## config.mk

```make
export PLATFORM = sky130hd
export DESIGN_NAME = memory_arbiter_flat
export DESIGN_NICKNAME = d
export VERILOG_FILES = /design/src/rtl/memory_arbiter_if.sv /design/src/rtl/memory_arbiter.sv /design/src/flat_wrapper.sv
export SDC_FILE = /design/constraint.sdc
export NUM_CORES = 1
export LEC_CHECK = 0
export ABC_AREA = 1
export BUFFER_PORTS_ARGS = -buffer_cell sky130_fd_sc_hd__buf_2
export CELL_PAD_IN_SITES_DETAIL_PLACEMENT = 0
export CELL_PAD_IN_SITES_GLOBAL_PLACEMENT = 1
export CORE_AREA = 2 2 288 290
export CTS_CLUSTER_SIZE = 24
export DETAILED_ROUTE_END_ITERATION = 7
export DIE_AREA = 0 0 290 292
export HOLD_SLACK_MARGIN = 0.02
export PLACE_DENSITY_LB_ADDON = 0.1
export SLEW_MARGIN = 25
export SYNTH_ARGS = -nofsm -noshare
export SYNTH_HDL_FRONTEND = slang
export SYNTH_SLANG_ARGS = --single-unit
```

## constraint.sdc

```tcl
create_clock -name clk -period 1.55 [get_ports clk]
set_input_delay 0.31 -clock clk [delete_from_list [all_inputs] [get_ports clk]]
set_output_delay 0.31 -clock clk [all_outputs]
set_load 0.1 [all_outputs]
```

## src/rtl/memory_arbiter_if.sv

```systemverilog
// Signal bundle between the I-cache/D-cache miss paths, the shared memory port and memory_arbiter.
interface memory_arbiter_if #(
  parameter int ADDRESS_WIDTH = 32,
  parameter int LINE_WIDTH    = 128
);
  logic                     icache_req;
  logic [ADDRESS_WIDTH-1:0] icache_addr;
  logic                     icache_ready;
  logic [LINE_WIDTH-1:0]    icache_line;

  logic                     dcache_req;
  logic                     dcache_we;
  logic [ADDRESS_WIDTH-1:0] dcache_addr;
  logic [LINE_WIDTH-1:0]    dcache_wdata;
  logic                     dcache_ready;
  logic [LINE_WIDTH-1:0]    dcache_line;

  logic                     mem_req;
  logic                     mem_we;
  logic [ADDRESS_WIDTH-1:0] mem_addr;
  logic [LINE_WIDTH-1:0]    mem_wdata;
  logic [LINE_WIDTH-1:0]    mem_rdata;
  logic                     mem_ready;

  // master: the arbiter, which owns the memory port and answers the caches
  modport master (
    input  icache_req, icache_addr,
    input  dcache_req, dcache_we, dcache_addr, dcache_wdata,
    input  mem_rdata, mem_ready,
    output icache_ready, icache_line,
    output dcache_ready, dcache_line,
    output mem_req, mem_we, mem_addr, mem_wdata
  );

  modport slave (
    output icache_req, icache_addr,
    output dcache_req, dcache_we, dcache_addr, dcache_wdata,
    output mem_rdata, mem_ready,
    input  icache_ready, icache_line,
    input  dcache_ready, dcache_line,
    input  mem_req, mem_we, mem_addr, mem_wdata
  );
endinterface

```

## src/rtl/memory_arbiter.sv

```systemverilog
// Round-robin arbiter sharing one line-wide memory port between I-cache fills and
// D-cache fills/writebacks; one transaction at a time, one-cycle ready pulse per requester.
module memory_arbiter #(
  parameter int ADDRESS_WIDTH = 32,
  parameter int LINE_WIDTH    = 128,
  parameter int OFFSET_BITS   = 4
) (
  input logic         clk,
  input logic         reset,
  memory_arbiter_if.master bus
);

  typedef enum logic [1:0] {IDLE, BUSY_I, BUSY_D, RELEASE} state_t;
  typedef enum logic {GRANT_I, GRANT_D} grant_t;

  localparam logic [ADDRESS_WIDTH-1:0] LINE_MASK = {ADDRESS_WIDTH{1'b1}} << OFFSET_BITS;

  state_t state, state_next;
  grant_t last_grant, grant_next;
  logic   load;
  logic   busy;

  logic [ADDRESS_WIDTH-1:0] addr_q;
  logic                     we_q;
  logic [LINE_WIDTH-1:0]    wdata_q;
  logic [LINE_WIDTH-1:0]    icache_line_q;
  logic [LINE_WIDTH-1:0]    dcache_line_q;

  always_ff @(posedge clk or negedge reset) begin
    if (!reset) begin
      state      <= IDLE;
      last_grant <= GRANT_D;
    end else begin
      state      <= state_next;
      last_grant <= grant_next;
    end
  end

  // last_grant doubles as the owner of the BUSY/RELEASE phase, so ready decodes from it
  always_comb begin
    state_next = state;
    grant_next = last_grant;
    load       = 1'b0;
    unique case (state)
      IDLE: begin
        if (bus.icache_req && (!bus.dcache_req || last_grant == GRANT_D)) begin
          state_next = BUSY_I;
          grant_next = GRANT_I;
          load       = 1'b1;
        end else if (bus.dcache_req) begin
          state_next = BUSY_D;
          grant_next = GRANT_D;
          load       = 1'b1;
        end
      end
      BUSY_I, BUSY_D: begin
        if (bus.mem_ready) state_next = RELEASE;
      end
      RELEASE: state_next = IDLE;
      default: state_next = IDLE;
    endcase
  end

  always_ff @(posedge clk or negedge reset) begin
    if (!reset) begin
      addr_q        <= '0;
      we_q          <= 1'b0;
      wdata_q       <= '0;
      icache_line_q <= '0;
      dcache_line_q <= '0;
    end else begin
      if (load) begin
        if (grant_next == GRANT_I) begin
          addr_q  <= bus.icache_addr;
          we_q    <= 1'b0;
          wdata_q <= '0;
        end else begin
          addr_q  <= bus.dcache_addr;
          we_q    <= bus.dcache_we;
          wdata_q <= bus.dcache_wdata;
        end
      end
      if (busy && bus.mem_ready && !we_q) begin
        if (state == BUSY_I) icache_line_q <= bus.mem_rdata;
        else                 dcache_line_q <= bus.mem_rdata;
      end
    end
  end

  assign busy = (state == BUSY_I) || (state == BUSY_D);

  assign bus.mem_req   = busy;
  assign bus.mem_we    = busy & we_q;
  assign bus.mem_addr  = busy ? (addr_q & LINE_MASK) : '0;
  assign bus.mem_wdata = busy ? wdata_q : '0;

  assign bus.icache_ready = (state == RELEASE) && (last_grant == GRANT_I);
  assign bus.dcache_ready = (state == RELEASE) && (last_grant == GRANT_D);
  assign bus.icache_line  = icache_line_q;
  assign bus.dcache_line  = dcache_line_q;

endmodule

```

## src/flat_wrapper.sv

```systemverilog
// flat-port wrapper written by rule: the top's interface ports become plain ports
module memory_arbiter_flat 
#(
  parameter int ADDRESS_WIDTH = 32,
  parameter int LINE_WIDTH    = 128,
  parameter int OFFSET_BITS   = 4
)
  (clk, reset, bus_icache_req, bus_icache_addr, bus_dcache_req, bus_dcache_we, bus_dcache_addr, bus_dcache_wdata, bus_mem_rdata, bus_mem_ready, bus_icache_ready, bus_icache_line, bus_dcache_ready, bus_dcache_line, bus_mem_req, bus_mem_we, bus_mem_addr, bus_mem_wdata);
  memory_arbiter_if #(.ADDRESS_WIDTH(ADDRESS_WIDTH), .LINE_WIDTH(LINE_WIDTH)) bus_i ();
  input logic clk;
  input logic reset;
  input wire logic [$bits(bus_i.icache_req)-1:0] bus_icache_req;
  input wire logic [$bits(bus_i.icache_addr)-1:0] bus_icache_addr;
  input wire logic [$bits(bus_i.dcache_req)-1:0] bus_dcache_req;
  input wire logic [$bits(bus_i.dcache_we)-1:0] bus_dcache_we;
  input wire logic [$bits(bus_i.dcache_addr)-1:0] bus_dcache_addr;
  input wire logic [$bits(bus_i.dcache_wdata)-1:0] bus_dcache_wdata;
  input wire logic [$bits(bus_i.mem_rdata)-1:0] bus_mem_rdata;
  input wire logic [$bits(bus_i.mem_ready)-1:0] bus_mem_ready;
  output wire logic [$bits(bus_i.icache_ready)-1:0] bus_icache_ready;
  output wire logic [$bits(bus_i.icache_line)-1:0] bus_icache_line;
  output wire logic [$bits(bus_i.dcache_ready)-1:0] bus_dcache_ready;
  output wire logic [$bits(bus_i.dcache_line)-1:0] bus_dcache_line;
  output wire logic [$bits(bus_i.mem_req)-1:0] bus_mem_req;
  output wire logic [$bits(bus_i.mem_we)-1:0] bus_mem_we;
  output wire logic [$bits(bus_i.mem_addr)-1:0] bus_mem_addr;
  output wire logic [$bits(bus_i.mem_wdata)-1:0] bus_mem_wdata;
  assign bus_i.icache_req = bus_icache_req;
  assign bus_i.icache_addr = bus_icache_addr;
  assign bus_i.dcache_req = bus_dcache_req;
  assign bus_i.dcache_we = bus_dcache_we;
  assign bus_i.dcache_addr = bus_dcache_addr;
  assign bus_i.dcache_wdata = bus_dcache_wdata;
  assign bus_i.mem_rdata = bus_mem_rdata;
  assign bus_i.mem_ready = bus_mem_ready;
  assign bus_icache_ready = bus_i.icache_ready;
  assign bus_icache_line = bus_i.icache_line;
  assign bus_dcache_ready = bus_i.dcache_ready;
  assign bus_dcache_line = bus_i.dcache_line;
  assign bus_mem_req = bus_i.mem_req;
  assign bus_mem_we = bus_i.mem_we;
  assign bus_mem_addr = bus_i.mem_addr;
  assign bus_mem_wdata = bus_i.mem_wdata;
  memory_arbiter #(.ADDRESS_WIDTH(ADDRESS_WIDTH), .LINE_WIDTH(LINE_WIDTH), .OFFSET_BITS(OFFSET_BITS)) u_core (.clk(clk), .reset(reset), .bus(bus_i));
endmodule
```

Word-level counts from Yosys, hierarchy flattened:

Cells that the tools add are included.

* add/subtract/negate cells: 0
* multiply operators: 0
* divide/modulo/power cells: 0
* magnitude comparators: 0
* equality and inequality tests: 5
* shifts and indexed selects: 0
* mux-type cells: 15
* bitwise operators: 3
* reduce and logical (&&, ||, !) cells: 14

Operators with widths (number)
* $mux 128: 2
* $mux 32: 2
* $mux 1: 7
* $mux 2: 3
* $pmux 2 s3: 1
* $reduce_and 2->1: 3
* $logic_and 1x1->1: 5
* $eq 2x2->1 const B: 2
* $ne 3x2->1 const B: 1
* $eq 2x1->1 const B: 1
* $logic_not 1->1: 2
* $logic_not 2->1: 1
* $logic_or 1x1->1: 2
* $ne 2x2->1 const B: 1
* $not 1->1: 2
* $reduce_or 2->1: 1
* $and 1x1->1: 1

* register bits: 420
* bits in latches: 0
* memory bits (writable): 0
* bits in read-only memories: 0
* input bits: 326
* output and inout port bits: 420
* word-level logic and storage cells: 44
* memories kept: 0

Longest topological paths before layout:

Gate-level depths: netlist (run 1).

* depth after elaboration: 6
* depth in mapped cells: 10

Least setup slack after synthesis (run 1):

OpenSTA, ideal clock, no wires.

* path type: flip-flop to output port
* start: register u_core.state[0]
* end: output port bus_mem_addr[10]
* data arrival time: 2.684 ns
* data required time: 1.240 ns
* setup slack: -1.444 ns
* stages on the path, launching flop included: 8
* path buffers: 3
* cells stage by stage: dfrtp_1 > inv_1 > ha_1 > buf_4 > clkbuf_1 > buf_2 > nand2_1 > inv_1

* longest elaborated chain between the ends: 3
* elaborated cells on any way between the ends: 4
* those cells by class: eq/ne (2); mux (1); reduce/logical (1)

RTL lines
* start: declaration: line memory_arbiter.sv:18 `state_t state, state_next;`
* start signal: assignment: line memory_arbiter.sv:34 `state <= state_next;`
* $eq 2x1->1 / $eq 2x2->1 (equally long branches): line memory_arbiter.sv:90 `assign busy = (state == BUSY_I) || (state == BUSY_D);`
* $logic_or 1x1->1 *: line memory_arbiter.sv:90
* via bus_mem_req: line flat_wrapper.sv:24 `output wire logic [$bits(bus_i.mem_req)-1:0] bus_mem_req;`
* $mux 32 *: line memory_arbiter.sv:94 `assign bus.mem_addr = busy ? (addr_q & LINE_MASK) : '0;`
* end: declaration: line flat_wrapper.sv:26 `output wire logic [$bits(bus_i.mem_addr)-1:0] bus_mem_addr;`

Mark *: on every way through the listed nets, which the timed path passes. The rest lies on a longest branch.

Worst setup path in the final report (run 1):

* start: register u_core.state[1]
* end: output port bus_mem_addr[31]

* longest elaborated chain between the ends: 3
* elaborated cells on any way between the ends: 4
* those cells by class: eq/ne (2); mux (1); reduce/logical (1)

RTL lines (line)
* $eq 2x1->1 / $eq 2x2->1 (equally long branches): memory_arbiter.sv:90
* $logic_or 1x1->1 *: memory_arbiter.sv:90
* $mux 32 *: memory_arbiter.sv:94

Every way passes the cells marked *; elsewhere a longest branch is shown, timed or not.

==> results of run 1 <==
-- metrics by stage --
step | setup TNS [ps] | worst slack (ps) | util [%]
6_report | -260870 | -851 | 39.2
3_3_place_gp | -74530 | -257 | 32.2
4_1_cts | -299050 | -908 | 38.5
3_5_place_dp | -87850 | -286 | 32.2
2_1_floorplan | -161610 | -597 | -
5_1_grt | -341230 | -955 | 39.2
-- cells by family after synthesis --
group	count (synthesis)
adders and majority gates	4
buffers and inverters	429
DFF	416
and+or+nand+nor	867
AOI/OAI and AO/OA	385
other	1
-- cells in the mapped netlist, drive strengths merged --
| library cell | number |
|---|---|
| dfstp | 1 |
| conb | 1 |
| nand2 | 832 |
| ha | 4 |
| inv | 295 |
| o21ai | 385 |
| dfrtp | 415 |
| clkbuf | 14 |
| nor2 | 2 |
| nand3 | 33 |
| buf | 120 |
-- what timing repair did --
item                                   CTS  global route
gates cloned                             1            12
pin swaps                                1            11
hold buffers                           295             0
setup endpoints to repair              831           832
endpoints found under the hold margin  643             0
setup buffers                            5            12
gates resized for setup                 55            50
-- worst min path at each step --
stage,startpoint,end,slack (ps),depth (start not counted)
after global routing,bus_dcache_wdata[17],u_core.wdata_q[17],40,3
after floorplan,reset,u_core.addr_q[10],10,0
after detailed placement,reset,u_core.bus.icache_line[110],180,1
after CTS,bus_dcache_wdata[17],u_core.wdata_q[17],20,3
after global placement,reset,u_core.bus.icache_line[110],180,1
final,bus_dcache_addr[9],u_core.addr_q[9],40,5
-- flip-flops by register name, summed over array words and instances, names as in the netlist --
signal,cells
u_core.state,2
u_core.wdata_q,128
u_core.addr_q,28
u_core.bus.icache_line,128
u_core.bus.dcache_line,128
u_core.last_grant,1
u_core.we_q,1
-- worst register-to-register path, cell delays in order (launching register included) --
cell and delay [ps]:
dfrtp_1 360, inv_2 60, ha_4 280, buf_4 170, nand2_2 80, nor2_4 140, buf_12 150, nand2_8 110
buf_12 230, nand2_1 120, o21ai_1 60
-- final cells by class --
class,instances,share of cell area [%]
well taps,1070,4.19
clock inverters,31,1.54
diodes,4,0.0313
inverters,295,5.30
flip-flops and latches,416,32.6
clock buffers,67,4.59
multi-input cells,1262,18.5
repair buffers,1143,33.3
-- placed cells by master (no fill, tap or decap), types with 32 or more instances in the layout --
master,instances
nand2_1,741
buf_2,569
dfrtp_1,415
o21ai_1,375
dlygate4sd3_1,295
buf_12,197
clkinvlp_4,158
inv_1,132
clkbuf_16,62
buf_4,56
nand2_4,46
nand2_2,42
nand3_1,32
-- routing by layer --
metal  GRT usage (%)  routed length [um]  share of wire, %  vias to the layer above
met5               0                  16             0.022                        -
li1                -                   -                 -                     8581
met2            29.6               37200                51                      452
met1            19.0               29600                41                     8106
met3            3.71                3750               5.2                      106
met4            5.61                2290               3.1                        2
==> results_dict.tcl, run 1 <==
set metrics [dict create \
    cts_tree "yes" \
    start_util_pct 21.6 \
    fin_nets 3500 \
    critPathTopFamily "buffers and inverters" \
    die_area_um2 84700 \
    r2r_end "u_core.bus.dcache_line[66]" \
    first_pass_iters 4 \
    synthMuxAreaShare_pct 0 \
    synth-seq-cells 416 \
    grt_pass1_vias 18000 \
    endpoint "bus_mem_addr[31]" \
    yosys.area_share.simple_pct 18.8 \
    crit_type "register to output port" \
    numClockSinks 416 \
    synth_top_family_by_area "simple AND/OR/NAND/NOR gates" \
    syn_inst 2102 \
    timing.final.crit_share_pct 155 \
    row_count 105 \
    layoutNonFillerInstCount 4288 \
    hold_violations 0 \
    grt_use_total_pct 16.4 \
    yosys.cell_types.count 20 \
    avgSynthCellArea_um2 8.40 \
    clockBufferDepth 3 \
    cpPeakStageDelay_ps 390 \
    max_clock_freq_ghz 0.416 \
    io_buffers 733 \
    placed_cells 3861 \
    path_clk_slew_ps 60 \
    synth_warnings 0 \
    synthesis.area_um2 17600 \
    die_x_um 290 \
    routedWlPerCell_um 17.0 \
    fp.dieH_um 292 \
    dr_total_vias 17200 \
    crit_chain "inv_2 -> ha_4 -> buf_4 -> buf_8 -> buf_12 -> nand2_4 -> clkinvlp_4 -> buf_12" \
    crit_buf_inv 6 \
    drive_above_1_share_pct 37.8 \
    slew_headroom_pct 63.7 \
    cts_inserted_buffers 52 \
    status "finished, violations left" \
    grt_pass1_wl_um 109000 \
    rsz0062_at_grt "yes" \
    end_kind "output port" \
    synth_compound_area_share_pct 11.1 \
    ys_seq_area_share_pct 59.0 \
    whs_ps 42.9 \
    postPlaceCellArea_um2 26300 \
    crit_top_cell "buf_12" \
    postRouteAntennaNets 0 \
    syn_to_final_growth_pct 81.2 \
    worst-path-stages 8 \
    vias_per_cell 4.02 \
    synth_adder_area_share_pct 0.284 \
    critical_path_required_ps 1240 \
    antenna_found_initial 4 \
    fillers 8328 \
    drc 0 \
    yosysTopAreaCell "dfrtp_1" \
    reg2reg_from "u_core.state[1]" \
    tightest_slew_ps 548 \
    reg2reg_depth 10 \
    ios 746 \
    cp-startpoint "u_core.state[1]" \
    finClkSkew_ps 15.9 \
    crit_fanout 7 \
    violations "setup timing" \
    rrSetupSlack_ps -330 \
    multiInputGateArea_um2 5920 \
    htree_levels 2 \
    synth_xor_area_share_pct 0 \
    worstPathArrival_ps 2090 \
    crit_slowest_cell "dfrtp_1" \
    coreArea_um2 81600 \
    root_buffer "clkbuf_16" \
    routed_wl_um 72800 \
    final_cell_area_um2 32000 \
    hp-class "input port to register" \
    initialDrtViolationCount 726 \
    clk_latency_ps 600 \
    gr-total-overflow 0 \
    ff_latch_area_um2 10400 \
    final-max-slew-violation-count 0 \
    grt_max_degree 69 \
    synth_top_area_share_pct 58.8 \
    setup_viol 828 \
    dpl.hpwl_um 53500 \
    start_kind "register" \
    final.setup.worst_slack_ps -851 \
    maxCapViolations 0 \
    ys_top_cells_by_area "dfrtp_1 (59%), nand2_1 (18%), o21ai_1 (8.0%)" \
    gp_congestion 0.808 \
    min_period_ps 2400 \
]
Power of run 1 is left out: the tool's default activity adds up to more than one toggle a clock period on the data nets, which glitch-free logic cannot reach.
==> run 2: changes to the inputs <==
- CORE_AREA: 2 2 288 290 -> 3 3 289 291
- DIE_AREA: 0 0 290 292 -> 0 0 292 294
==> results_dict.tcl, run 2 (synthesis results as in run 1) <==
set metrics [dict create \
    final_common_cell "nand2_1" \
    fillers 8142 \
    ios 746 \
    postRouteAntennaNets 0 \
    end_kind "output port" \
    routedWlPerCell_um 19.2 \
    layout_common_cells "nand2_1 (686), buf_2 (568), dfrtp_1 (415)" \
    critPathTopFamily "buffers and inverters" \
    status "finished, violations left" \
    drive_above_1_share_pct 40.4 \
    start_kind "register" \
    dpl.hpwl_um 55500 \
    ff_latch_area_um2 10400 \
    crit_chain "inv_2 -> ha_4 -> buf_12 -> clkbuf_16 -> nand2_4 -> clkinvlp_4 -> buf_12" \
    routed_wl_um 82500 \
    crit_fanout 7 \
    crit_slowest_cell "dfrtp_1" \
    finClkSkew_ps 14.3 \
    fin_util_pct 41.0 \
    clockBufferDepth 3 \
    max_clock_freq_ghz 0.426 \
    vias_per_cell 4.14 \
    die_area_um2 85800 \
    cts_inserted_buffers 51 \
    numClockSinks 416 \
    cpPeakStageDelay_ps 360 \
    rsz0062_at_grt "yes" \
    final_cell_area_um2 33200 \
    crit_buf_inv 5 \
    slew_headroom_pct 63.5 \
    htree_levels 2 \
    dr_total_vias 17800 \
    maxCapViolations 0 \
    hold_violations 0 \
    crit_type "register to output port" \
    drc 0 \
    violations "setup timing" \
    placed_cells 3848 \
    setup_viol 819 \
    root_buffer "clkbuf_16" \
    min_period_ps 2350 \
    die_x_um 292 \
    syn_to_final_growth_pct 87.9 \
    final-max-slew-violation-count 0 \
    row_count 104 \
    grt_pass1_wl_um 111000 \
    start_util_pct 21.8 \
    timing.final.crit_share_pct 151 \
    grt_pass1_vias 18100 \
    gp_congestion 0.797 \
    critical_path_required_ps 1240 \
    layoutNonFillerInstCount 4308 \
    cts_tree "yes" \
    hp-class "input port to register" \
    worstPathArrival_ps 2040 \
    final.setup.worst_slack_ps -798 \
    io_buffers 733 \
    initialDrtViolationCount 808 \
    crit_top_cell "buf_12" \
    gr-total-overflow 0 \
    first_pass_iters 5 \
    postPlaceCellArea_um2 26200 \
    multiInputGateArea_um2 6420 \
    fp.dieH_um 294 \
    grt_max_degree 65 \
    antenna_found_initial 6 \
    clk_latency_ps 580 \
    fin_nets 3533 \
    grt_use_total_pct 16.7 \
    path_clk_slew_ps 60 \
    tightest_slew_ps 552 \
    coreArea_um2 80800 \
]
-- run 2: cell types whose count changed in the layout (fill, tap and decap cells not counted), moves of 12 or more --
cell and change:
nand2_1 -55, dlygate4sd3_1 -21, buf_16 +12, nand2_2 +14, nand2_4 +42, clkbuf_16 +22
-- run 2: routing by layer --
layer / share of wire [%] / routed length [um] / vias up / global-route usage, %
li1: - / - / 8652 / -
met1: 41 / 33400 / 8584 / 19.3
met2: 50 / 41600 / 497 / 30.1
met3: 6.4 / 5320 / 102 / 4.45
met4: 2.6 / 2120 / 2 / 5.15
met5: 0.024 / 20 / - / 0
-- run 2: path summary, 6_finish.rpt --
check | startpoint | slack [ps] | to | depth (start not counted)
min reg2reg | u_core.addr_q[26] | 480 | u_core.addr_q[26] | 2
max in group asynchronous | reset | 630 | u_core.bus.dcache_line[122] | 3
max | u_core.state[1] | -800 | bus_mem_wdata[57] | 7
min | bus_dcache_wdata[18] | 40 | u_core.wdata_q[18] | 3
max reg2reg | u_core.state[1] | -450 | u_core.bus.dcache_line[3] | 11
min in group asynchronous | reset | 160 | u_core.bus.icache_line[111] | 2
-- run 2: tightest hold or removal path, stage by stage --
cell	delay [ps]
buf_2	100
nand2_2	80
o21ai_1	70
-- run 2: repair_timing --
| item | 4_1_cts | 5_1_grt |
|---|---|---|
| setup endpoints to repair | 828 | 830 |
| cloned | 5 | 52 |
| pin swaps | 30 | 30 |
| gates resized for setup | 174 | 96 |
| hold endpoints to repair | 722 | 0 |
| setup buffers | 11 | 23 |
| hold buffers | 274 | 0 |
-- run 2: area by class of cell --
type                    count  area share, %
diodes                      4         0.0302
clock buffers              80           4.57
clock inverters            14          0.430
inverters                 295           5.14
multi-input cells        1269           19.4
flip-flops and latches    416           31.4
well taps                1060           4.00
repair buffers           1170           35.1
-- run 2: through the flow --
stage / setup slack, ps / setup TNS, ps / hold WS (ps)
after floorplan: -597 / -161610 / 14.4
after global placement: -318 / -110600 / 165
after detailed placement: -323 / -109010 / 167
after CTS: -874 / -276060 / 20.2
after global routing: -922 / -342410 / 20.5
final: -798 / -261660 / 39.2
Power of run 2 is left out for the same reason.
